File: config.mk
export PLATFORM = sky130hd
export DESIGN_NAME = ps2_kmouse
export DESIGN_NICKNAME = d
export VERILOG_FILES = /design/src/rtl/ps2_kmouse.sv
export SDC_FILE = /design/constraint.sdc
export NUM_CORES = 1
export LEC_CHECK = 0
export BUFFER_PORTS_ARGS = -buffer_cell sky130_fd_sc_hd__buf_2
export CORE_ASPECT_RATIO = 0.9
export CORE_MARGIN = 1
export CORE_UTILIZATION = 50
export DETAILED_ROUTE_END_ITERATION = 8
export PLACE_DENSITY = 0.77
export SYNTH_ARGS = -nofsm -noshare
export SYNTH_HDL_FRONTEND = slang
export SYNTH_SLANG_ARGS = --single-unit
File: constraint.sdc
create_clock -name clk28 -period 5.9 [get_ports clk28]
set_clock_uncertainty 0.2 [all_clocks]
set_input_delay 0.59 -clock clk28 [delete_from_list [all_inputs] [get_ports clk28]]
set_output_delay 0.59 -clock clk28 [all_outputs]
set_load 0.03 [all_outputs]
File: src/rtl/ps2_kmouse.sv
`default_nettype none
// ============================================================================
// Module      : ps2_kmouse
// Description : PS/2 mouse front-end. Initialises the mouse into stream mode
//               (command 0xF4), decodes 3-byte movement packets and serves
//               Kempston-mouse X/Y/button registers at ports #FBDF/#FFDF/#FADF.
// Revision    : 1.0 - initial release
// ============================================================================
module ps2_kmouse #(
    parameter int unsigned INIT_DELAY    = 14_000_000,
    parameter int unsigned INHIBIT       = 3_360,
    parameter int unsigned FRAME_TIMEOUT = 56_000,
    parameter int unsigned ACK_TIMEOUT   = 560_000
) (
    input  logic        clk28,
    input  logic        usrrst_n,
    input  logic [15:0] bus_a_i,
    input  logic        bus_rd_i,
    input  logic        bus_ioreq_i,
    input  logic        en_i,
    input  logic        ps2m_clk_i,
    input  logic        ps2m_dat_i,
    output logic        ps2m_clk_oe_o,
    output logic        ps2m_dat_oe_o,
    output logic [7:0]  d_out_o,
    output logic        d_out_active_o,
    output logic        present_o
);

    localparam int         TMR_W   = $clog2(INIT_DELAY + INHIBIT + 1);
    localparam int         ACK_W   = $clog2(ACK_TIMEOUT + 1);
    localparam int         FTO_W   = $clog2(FRAME_TIMEOUT + 1);
    localparam logic [7:0] TX_BYTE = 8'hF4;
    localparam logic       TX_PAR  = ~^TX_BYTE;

    typedef enum logic [2:0] {
        ST_WAIT    = 3'd0,
        ST_INHIBIT = 3'd1,
        ST_TXBITS  = 3'd2,
        ST_ACKWAIT = 3'd3,
        ST_STREAM  = 3'd4
    } state_t;

    state_t            state_q;
    logic [TMR_W-1:0]  tmr_q;
    logic [ACK_W-1:0]  ack_tmr_q;
    logic [3:0]        tx_cnt_q;
    logic              clk_oe_q, dat_oe_q, present_q, aa_seen_q;

    logic [1:0]        clk_sync_q, dat_sync_q;
    logic              clk_filt_q, fall_q;
    logic [2:0]        filt_cnt_q;

    logic [3:0]        rx_cnt_q;
    logic [7:0]        rx_sr_q, rx_byte_q;
    logic              rx_valid_q;
    logic [FTO_W-1:0]  rx_tmr_q;

    logic [1:0]        idx_q;
    logic [4:0]        hdr_q;      // {Yovf, Xovf, M, R, L}
    logic [7:0]        dx_q;
    logic [7:0]        x_q, y_q, pend_x_q, pend_y_q;
    logic [2:0]        btn_q, pend_btn_q;
    logic              pend_q;
    logic [7:0]        x_d, y_d;
    logic [2:0]        btn_d;

    logic [7:0]        d_out_q;
    logic              d_out_active_q;

    logic              w_dat, w_rx_en, w_tx_phase, w_sel, w_unused;

    assign w_dat      = dat_sync_q[1];
    assign w_rx_en    = en_i && (state_q == ST_ACKWAIT || state_q == ST_STREAM);
    assign w_tx_phase = (state_q == ST_INHIBIT) || (state_q == ST_TXBITS) ||
                        (state_q == ST_ACKWAIT);
    assign w_sel      = bus_ioreq_i & bus_rd_i & en_i & (bus_a_i[7:0] == 8'hDF);
    assign w_unused   = ^{bus_a_i[15:11], bus_a_i[9]};

    // Two-flop synchronisers for the raw PS/2 pins
    always_ff @(posedge clk28 or negedge usrrst_n) begin
        if (!usrrst_n) begin
            clk_sync_q <= 2'b11;
            dat_sync_q <= 2'b11;
        end else begin
            clk_sync_q <= {clk_sync_q[0], ps2m_clk_i};
            dat_sync_q <= {dat_sync_q[0], ps2m_dat_i};
        end
    end

    // Glitch filter: a level change is accepted after 8 stable cycles; emits a fall pulse
    always_ff @(posedge clk28 or negedge usrrst_n) begin
        if (!usrrst_n) begin
            clk_filt_q <= 1'b1;
            filt_cnt_q <= 3'd0;
            fall_q     <= 1'b0;
        end else begin
            fall_q <= 1'b0;
            if (clk_sync_q[1] != clk_filt_q) begin
                if (filt_cnt_q == 3'd7) begin
                    clk_filt_q <= clk_sync_q[1];
                    filt_cnt_q <= 3'd0;
                    fall_q     <= ~clk_sync_q[1];
                end else begin
                    filt_cnt_q <= filt_cnt_q + 3'd1;
                end
            end else begin
                filt_cnt_q <= 3'd0;
            end
        end
    end

    // Device-to-host frame receiver with start/parity/stop checks and stall timeout
    always_ff @(posedge clk28 or negedge usrrst_n) begin
        if (!usrrst_n) begin
            rx_cnt_q   <= 4'd0;
            rx_sr_q    <= 8'h00;
            rx_byte_q  <= 8'h00;
            rx_valid_q <= 1'b0;
            rx_tmr_q   <= '0;
        end else begin
            rx_valid_q <= 1'b0;
            if (!w_rx_en) begin
                rx_cnt_q <= 4'd0;
                rx_tmr_q <= '0;
            end else if (fall_q) begin
                rx_tmr_q <= '0;
                if (rx_cnt_q == 4'd0) begin
                    if (!w_dat) rx_cnt_q <= 4'd1;
                end else if (rx_cnt_q <= 4'd8) begin
                    rx_sr_q  <= {w_dat, rx_sr_q[7:1]};
                    rx_cnt_q <= rx_cnt_q + 4'd1;
                end else if (rx_cnt_q == 4'd9) begin
                    rx_cnt_q <= (^{rx_sr_q, w_dat}) ? 4'd10 : 4'd0;
                end else begin
                    if (w_dat) begin
                        rx_byte_q  <= rx_sr_q;
                        rx_valid_q <= 1'b1;
                    end
                    rx_cnt_q <= 4'd0;
                end
            end else if (rx_cnt_q != 4'd0) begin
                if (rx_tmr_q == FTO_W'(FRAME_TIMEOUT - 1)) begin
                    rx_cnt_q <= 4'd0;
                    rx_tmr_q <= '0;
                end else begin
                    rx_tmr_q <= rx_tmr_q + 1'b1;
                end
            end
        end
    end

    // Initialisation FSM including the host-to-device transmitter of 0xF4
    always_ff @(posedge clk28 or negedge usrrst_n) begin
        if (!usrrst_n) begin
            state_q   <= ST_WAIT;
            tmr_q     <= '0;
            ack_tmr_q <= '0;
            tx_cnt_q  <= 4'd0;
            clk_oe_q  <= 1'b0;
            dat_oe_q  <= 1'b0;
            present_q <= 1'b0;
            aa_seen_q <= 1'b0;
        end else if (!en_i) begin
            state_q   <= ST_WAIT;
            tmr_q     <= '0;
            ack_tmr_q <= '0;
            clk_oe_q  <= 1'b0;
            dat_oe_q  <= 1'b0;
            present_q <= 1'b0;
            aa_seen_q <= 1'b0;
        end else begin
            case (state_q)
                ST_WAIT: begin
                    present_q <= 1'b0;
                    aa_seen_q <= 1'b0;
                    if (tmr_q == TMR_W'(INIT_DELAY - 1)) begin
                        tmr_q     <= '0;
                        ack_tmr_q <= '0;
                        clk_oe_q  <= 1'b1;
                        state_q   <= ST_INHIBIT;
                    end else begin
                        tmr_q <= tmr_q + 1'b1;
                    end
                end
                ST_INHIBIT: begin
                    tmr_q <= tmr_q + 1'b1;
                    // Start bit goes out while the clock is still held, then the clock is released
                    if (tmr_q == TMR_W'(INHIBIT - 1)) dat_oe_q <= 1'b1;
                    if (tmr_q == TMR_W'(INHIBIT)) begin
                        clk_oe_q <= 1'b0;
                        tx_cnt_q <= 4'd0;
                        state_q  <= ST_TXBITS;
                    end
                end
                ST_TXBITS: begin
                    if (fall_q) begin
                        tx_cnt_q <= tx_cnt_q + 4'd1;
                        if (tx_cnt_q < 4'd8) begin
                            dat_oe_q <= ~TX_BYTE[tx_cnt_q[2:0]];
                        end else if (tx_cnt_q == 4'd8) begin
                            dat_oe_q <= ~TX_PAR;
                        end else if (tx_cnt_q == 4'd9) begin
                            dat_oe_q <= 1'b0;
                        end else begin
                            tmr_q   <= '0;
                            state_q <= w_dat ? ST_WAIT : ST_ACKWAIT;
                        end
                    end
                end
                ST_ACKWAIT: begin
                    if (rx_valid_q) begin
                        if (rx_byte_q == 8'hFA) begin
                            state_q   <= ST_STREAM;
                            present_q <= 1'b1;
                        end else begin
                            state_q <= ST_WAIT;
                            tmr_q   <= '0;
                        end
                    end
                end
                ST_STREAM: begin
                    if (rx_valid_q) begin
                        aa_seen_q <= (rx_byte_q == 8'hAA);
                        // 0xAA then 0x00 is a self-test report: the mouse was re-plugged
                        if (aa_seen_q && rx_byte_q == 8'h00) begin
                            state_q   <= ST_WAIT;
                            present_q <= 1'b0;
                            tmr_q     <= '0;
                        end
                    end
                end
                default: state_q <= ST_WAIT;
            endcase
            // The whole command exchange must complete within the acknowledge window
            if (w_tx_phase) begin
                if (ack_tmr_q == ACK_W'(ACK_TIMEOUT - 1)) begin
                    state_q   <= ST_WAIT;
                    tmr_q     <= '0;
                    clk_oe_q  <= 1'b0;
                    dat_oe_q  <= 1'b0;
                    present_q <= 1'b0;
                end else begin
                    ack_tmr_q <= ack_tmr_q + 1'b1;
                end
            end
        end
    end

    // New register values for a completed packet, accumulating onto any pending update
    always_comb begin
        x_d   = pend_q ? pend_x_q : x_q;
        y_d   = pend_q ? pend_y_q : y_q;
        if (!hdr_q[3]) x_d = x_d + dx_q;
        if (!hdr_q[4]) y_d = y_d + rx_byte_q;
        btn_d = {~hdr_q[2], ~hdr_q[0], ~hdr_q[1]};
    end

    // Packet assembler and X/Y/button registers, deferring updates during a read
    always_ff @(posedge clk28 or negedge usrrst_n) begin
        if (!usrrst_n) begin
            idx_q      <= 2'd0;
            hdr_q      <= 5'd0;
            dx_q       <= 8'h00;
            x_q        <= 8'h00;
            y_q        <= 8'h00;
            btn_q      <= 3'b111;
            pend_q     <= 1'b0;
            pend_x_q   <= 8'h00;
            pend_y_q   <= 8'h00;
            pend_btn_q <= 3'b111;
        end else begin
            if (pend_q && !d_out_active_q) begin
                x_q    <= pend_x_q;
                y_q    <= pend_y_q;
                btn_q  <= pend_btn_q;
                pend_q <= 1'b0;
            end
            if (state_q != ST_STREAM) begin
                idx_q <= 2'd0;
            end else if (rx_valid_q) begin
                case (idx_q)
                    2'd0: begin
                        if (rx_byte_q[3]) begin
                            hdr_q <= {rx_byte_q[7:6], rx_byte_q[2:0]};
                            idx_q <= 2'd1;
                        end
                    end
                    2'd1: begin
                        dx_q  <= rx_byte_q;
                        idx_q <= 2'd2;
                    end
                    default: begin
                        idx_q <= 2'd0;
                        if (d_out_active_q) begin
                            pend_q     <= 1'b1;
                            pend_x_q   <= x_d;
                            pend_y_q   <= y_d;
                            pend_btn_q <= btn_d;
                        end else begin
                            x_q    <= x_d;
                            y_q    <= y_d;
                            btn_q  <= btn_d;
                            pend_q <= 1'b0;
                        end
                    end
                endcase
            end
        end
    end

    // Kempston port decode with registered read data
    always_ff @(posedge clk28 or negedge usrrst_n) begin
        if (!usrrst_n) begin
            d_out_q        <= 8'hFF;
            d_out_active_q <= 1'b0;
        end else if (w_sel) begin
            d_out_active_q <= 1'b1;
            if (!bus_a_i[8])      d_out_q <= {5'b11111, btn_q};
            else if (bus_a_i[10]) d_out_q <= y_q;
            else                  d_out_q <= x_q;
        end else begin
            d_out_active_q <= 1'b0;
            d_out_q        <= 8'hFF;
        end
    end

    assign ps2m_clk_oe_o  = clk_oe_q;
    assign ps2m_dat_oe_o  = dat_oe_q;
    assign present_o      = present_q;
    assign d_out_o        = d_out_q;
    assign d_out_active_o = d_out_active_q;

endmodule
`default_nettype wire

==> metrics.md <==
| Metric | Value |
|---|---|
| Minimum clock period | `3630 ps` |
| Clock share of power | `47.5%` |
| Placer Congestion | `0.836` |
| CTS tree | `built` |
| Cts bufs inserted | `17` |
| 1st-iter DRT viols | `539` |
| Vias in the first global route | `6975` |
| Area grow syn2layout | `10.2%` |
| Switch Pwr | `527 uW` |
| Congestion Overflow GR | `0` |
| Post-synth top cells | `dfrtp_1 (145), nand2_1 (115), nor2_1 (81), o21ai_0 (63), a21oi_1 (48)` |
| R2r worst-path depth | `9` |
| Root buffer cell | `clkbuf_16` |
| Reg power frac | `49.2%` |
| Startpoint types | `flop` |
| Hold Crit Depth | `1` |
| Horiz. Die Dim | `145 microns` |
| WP data arrival | `3750 ps` |
| Layout cells sized above 1 | `14.1%` |
| DIE AREA | `19100 sq um` |
| CP Max Fanout | `20` |
| Worst VDD drop | `197 uV` |
| Critical Path End Type | `flop` |
| RSZ-0062 raised after global routing | `false` |
| Diodes inserted | `0` |
| Fill cell count | `1518` |
| Pwr dens | `231 nW/um^2` |
| Nets@finish | `1047` |
| Crit path required time | `6020 ps` |
| Synth warnings | `0` |
| Peak Freq | `0.276 GHz` |
| Mapped Area | `9260 sq um` |
| Core area | `17800 sq um` |
| Most common cell in the netlist | `dfrtp_1` |
| WL/cell | `16.2 microns` |
| CTS-repair resized insts | `0` |
| Critical path type | `reg2reg` |
| Logic pwr share | `3.3%` |
| Setup TNS | `0 ps` |
| DR pass1 iterations | `5` |
| Syn_area_per_cell | `9.43 sq um` |
| H-tree depth | `4` |
| Main synth FF type | `dfrtp_1` |
| Die Height | `131 microns` |
| DRC | `0` |
| Final antenna-violating net count | `0` |
| Sequential fraction of the synthesis area | `44.6%` |
| Design area | `10200 sq um` |
| Starting Density | `51.9%` |
| Seq cells post-synth | `164` |
| Vias/cell | `6.05` |
| GRT Util Overall | `22.5%` |
| Top post-synthesis cells by area | `dfrtp_1 (39%), dfstp_2 (5.4%), mux2_2 (5.2%)` |
| Synth unique cells | `67` |
| Leakage power | `0.00444 uW` |
| Row count | `46` |
| Hold Path Class | `in2reg` |
| Post-placement cell area | `9590 sq um` |
| Clock latency at the later pin of the worst-skew pair | `440 ps` |
| Slew HR | `15.2%` |
| Setup bufs post-CTS | `0` |
| Max-Cap Viols | `0` |
| Worst-margin pin slew | `1260 ps` |
| Largest net degree at the start of global routing | `78` |
| Syn Nets | `1034` |
| Period utilisation layout | `61.5%` |
| Status | `complete, no violations` |
| Final Hold Viols | `0` |
| Final setup vio count | `0` |
| Final WL | `20300 microns` |
| Port bufs | `28` |
| CTS clk-pin slew, worst paths | `70 ps` |
| Fraction of registers with async set/reset | `100%` |
| Initial antenna violation count | `0` |
| Share of the synthesized area in the top cell type | `39.2%` |
| Hpwl dp | `13800 microns` |
| Final Max Tran Viols | `0` |
| I/O Pins | `35` |
| Internal Power | `1830 uW` |
| First-pass GRT wire length | `34300 microns` |
| CTS sink cnt | `164` |
| Post-synth top area cell | `dfrtp_1` |
| Sw Share | `22.4%` |
| Max clock buf depth | `2` |
| Post-synth EDFFs | `0` |
| Synth Instances | `982` |
| Via Count | `7554` |
sequential cells by signal, indices dropped and copies added (netlist names), 4 cells and up:
| name | cells |
|---|---|
| tx_cnt_q | 4 |
| rx_tmr_q | 16 |
| rx_cnt_q | 4 |
| d_out_o | 8 |
| dx_q | 8 |
| pend_y_q | 8 |
| y_q | 8 |
| tmr_q | 24 |
| rx_byte_q | 8 |
| x_q | 8 |
| hdr_q | 5 |
| ack_tmr_q | 20 |
| rx_sr_q | 8 |
| pend_x_q | 8 |
layer usage:
metal | global-route usage [%] | vias up | wire (microns)
met5 | 0 | - | 0
met4 | 7.49 | 0 | 337
met3 | 4.50 | 34 | 1100
met2 | 35.9 | 245 | 9260
met1 | 30.9 | 3670 | 9560
li1 | - | 3605 | -
power groups by stage:
stage | Combinational (uW) | Sequential (uW) | Clock [uW]
after detailed placement | 78.7 | 1180 | 0
after floorplan | 38.2 | 1180 | 0
after global routing | 90.3 | 1160 | 1180
after CTS | 79.7 | 1160 | 1140
after global placement | 75.0 | 1180 | 0
final | 76.8 | 1160 | 1120
final cells by class:
class	instances	area (sq um)	area share [%]
clock inverter	11	126	1.24
sequential	164	4130	40.5
multi-input combinational	740	4830	47.4
tap	240	300	2.94
inverter	37	139	1.36
clock buffer	21	470	4.61
timing repair buffer	35	201	1.98
cell usage in the layout (no fill, tap or decap), drive strengths merged, types with 8 or more instances in the layout:
cell    instances
a211oi         11
a21oi          48
a311oi         18
a31oi          13
and2           15
and3           13
buf            34
clkbuf         21
dfrtp         145
dfstp          19
ha             27
inv            37
mux2           43
mux2i          29
nand2         115
nand3          39
nand4          19
nor2           82
nor2b          17
nor3           33
nor4            8
o21ai          63
or3             8
xnor2          22
worst paths after layout:
| path | start | endpoint | slack [ps] |
|---|---|---|---|
| min | ps2m_dat_i | dat_sync_q[0]$_DFF_PN1_ | 50 |
| max | pend_q$_DFF_PN0_ | y_q[7]$_DFF_PN0_ | 2270 |
| max reg2reg | pend_q$_DFF_PN0_ | y_q[7]$_DFF_PN0_ | 2270 |
| min reg2reg | dat_sync_q[0]$_DFF_PN1_ | dat_sync_q[1]$_DFF_PN1_ | 160 |
| min in group asynchronous | usrrst_n | pend_x_q[5]$_DFFE_PN0P_ | 370 |
| max in group asynchronous | usrrst_n | ack_tmr_q[15]$_DFF_PN0_ | 3920 |
through the flow:
stage	cells	hold WS, ps	util (%)	worst slack, ps	power, uW
4_1_cts	1248	41.5	57.2	2310	2380
3_3_place_gp	1215	146	53.8	2370	1250
5_1_grt	1248	37.8	57.2	2090	2440
6_report	1248	50.6	57.2	2270	2360
3_5_place_dp	1215	148	53.8	2310	1260
2_1_floorplan	982	94.4	-	2400	1210
critical path, stage by stage (launching register included):
cell	delay (ps)
dfrtp_1	500
buf_4	350
mux2_2	410
ha_1	340
a21oi_1	200
o21ai_0	160
o21a_1	240
or4_1	540
mux2_2	300
a221o_1	260
logic make-up (layout without fill, tap and decap cells):
| group | Yosys count | after routing | synth area share [%] |
|---|---|---|---|
| compound gates | 217 | 217 | 15.7 |
| xor+xnor | 29 | 29 | 2.89 |
| fa+ha+maj | 29 | 29 | 4.08 |
| buf+inv | 78 | 104 | 3.26 |
| flops | 164 | 164 | 44.6 |
| mux | 72 | 72 | 8.37 |
| simple gates | 393 | 393 | 21.1 |
timing repair:
item	4_1_cts	5_1_grt
endpoints found under the setup margin	0	0
endpoints found under the hold margin	16	0
hold buffers	1	0
Note: power is estimated with default switching activity, not from simulation.
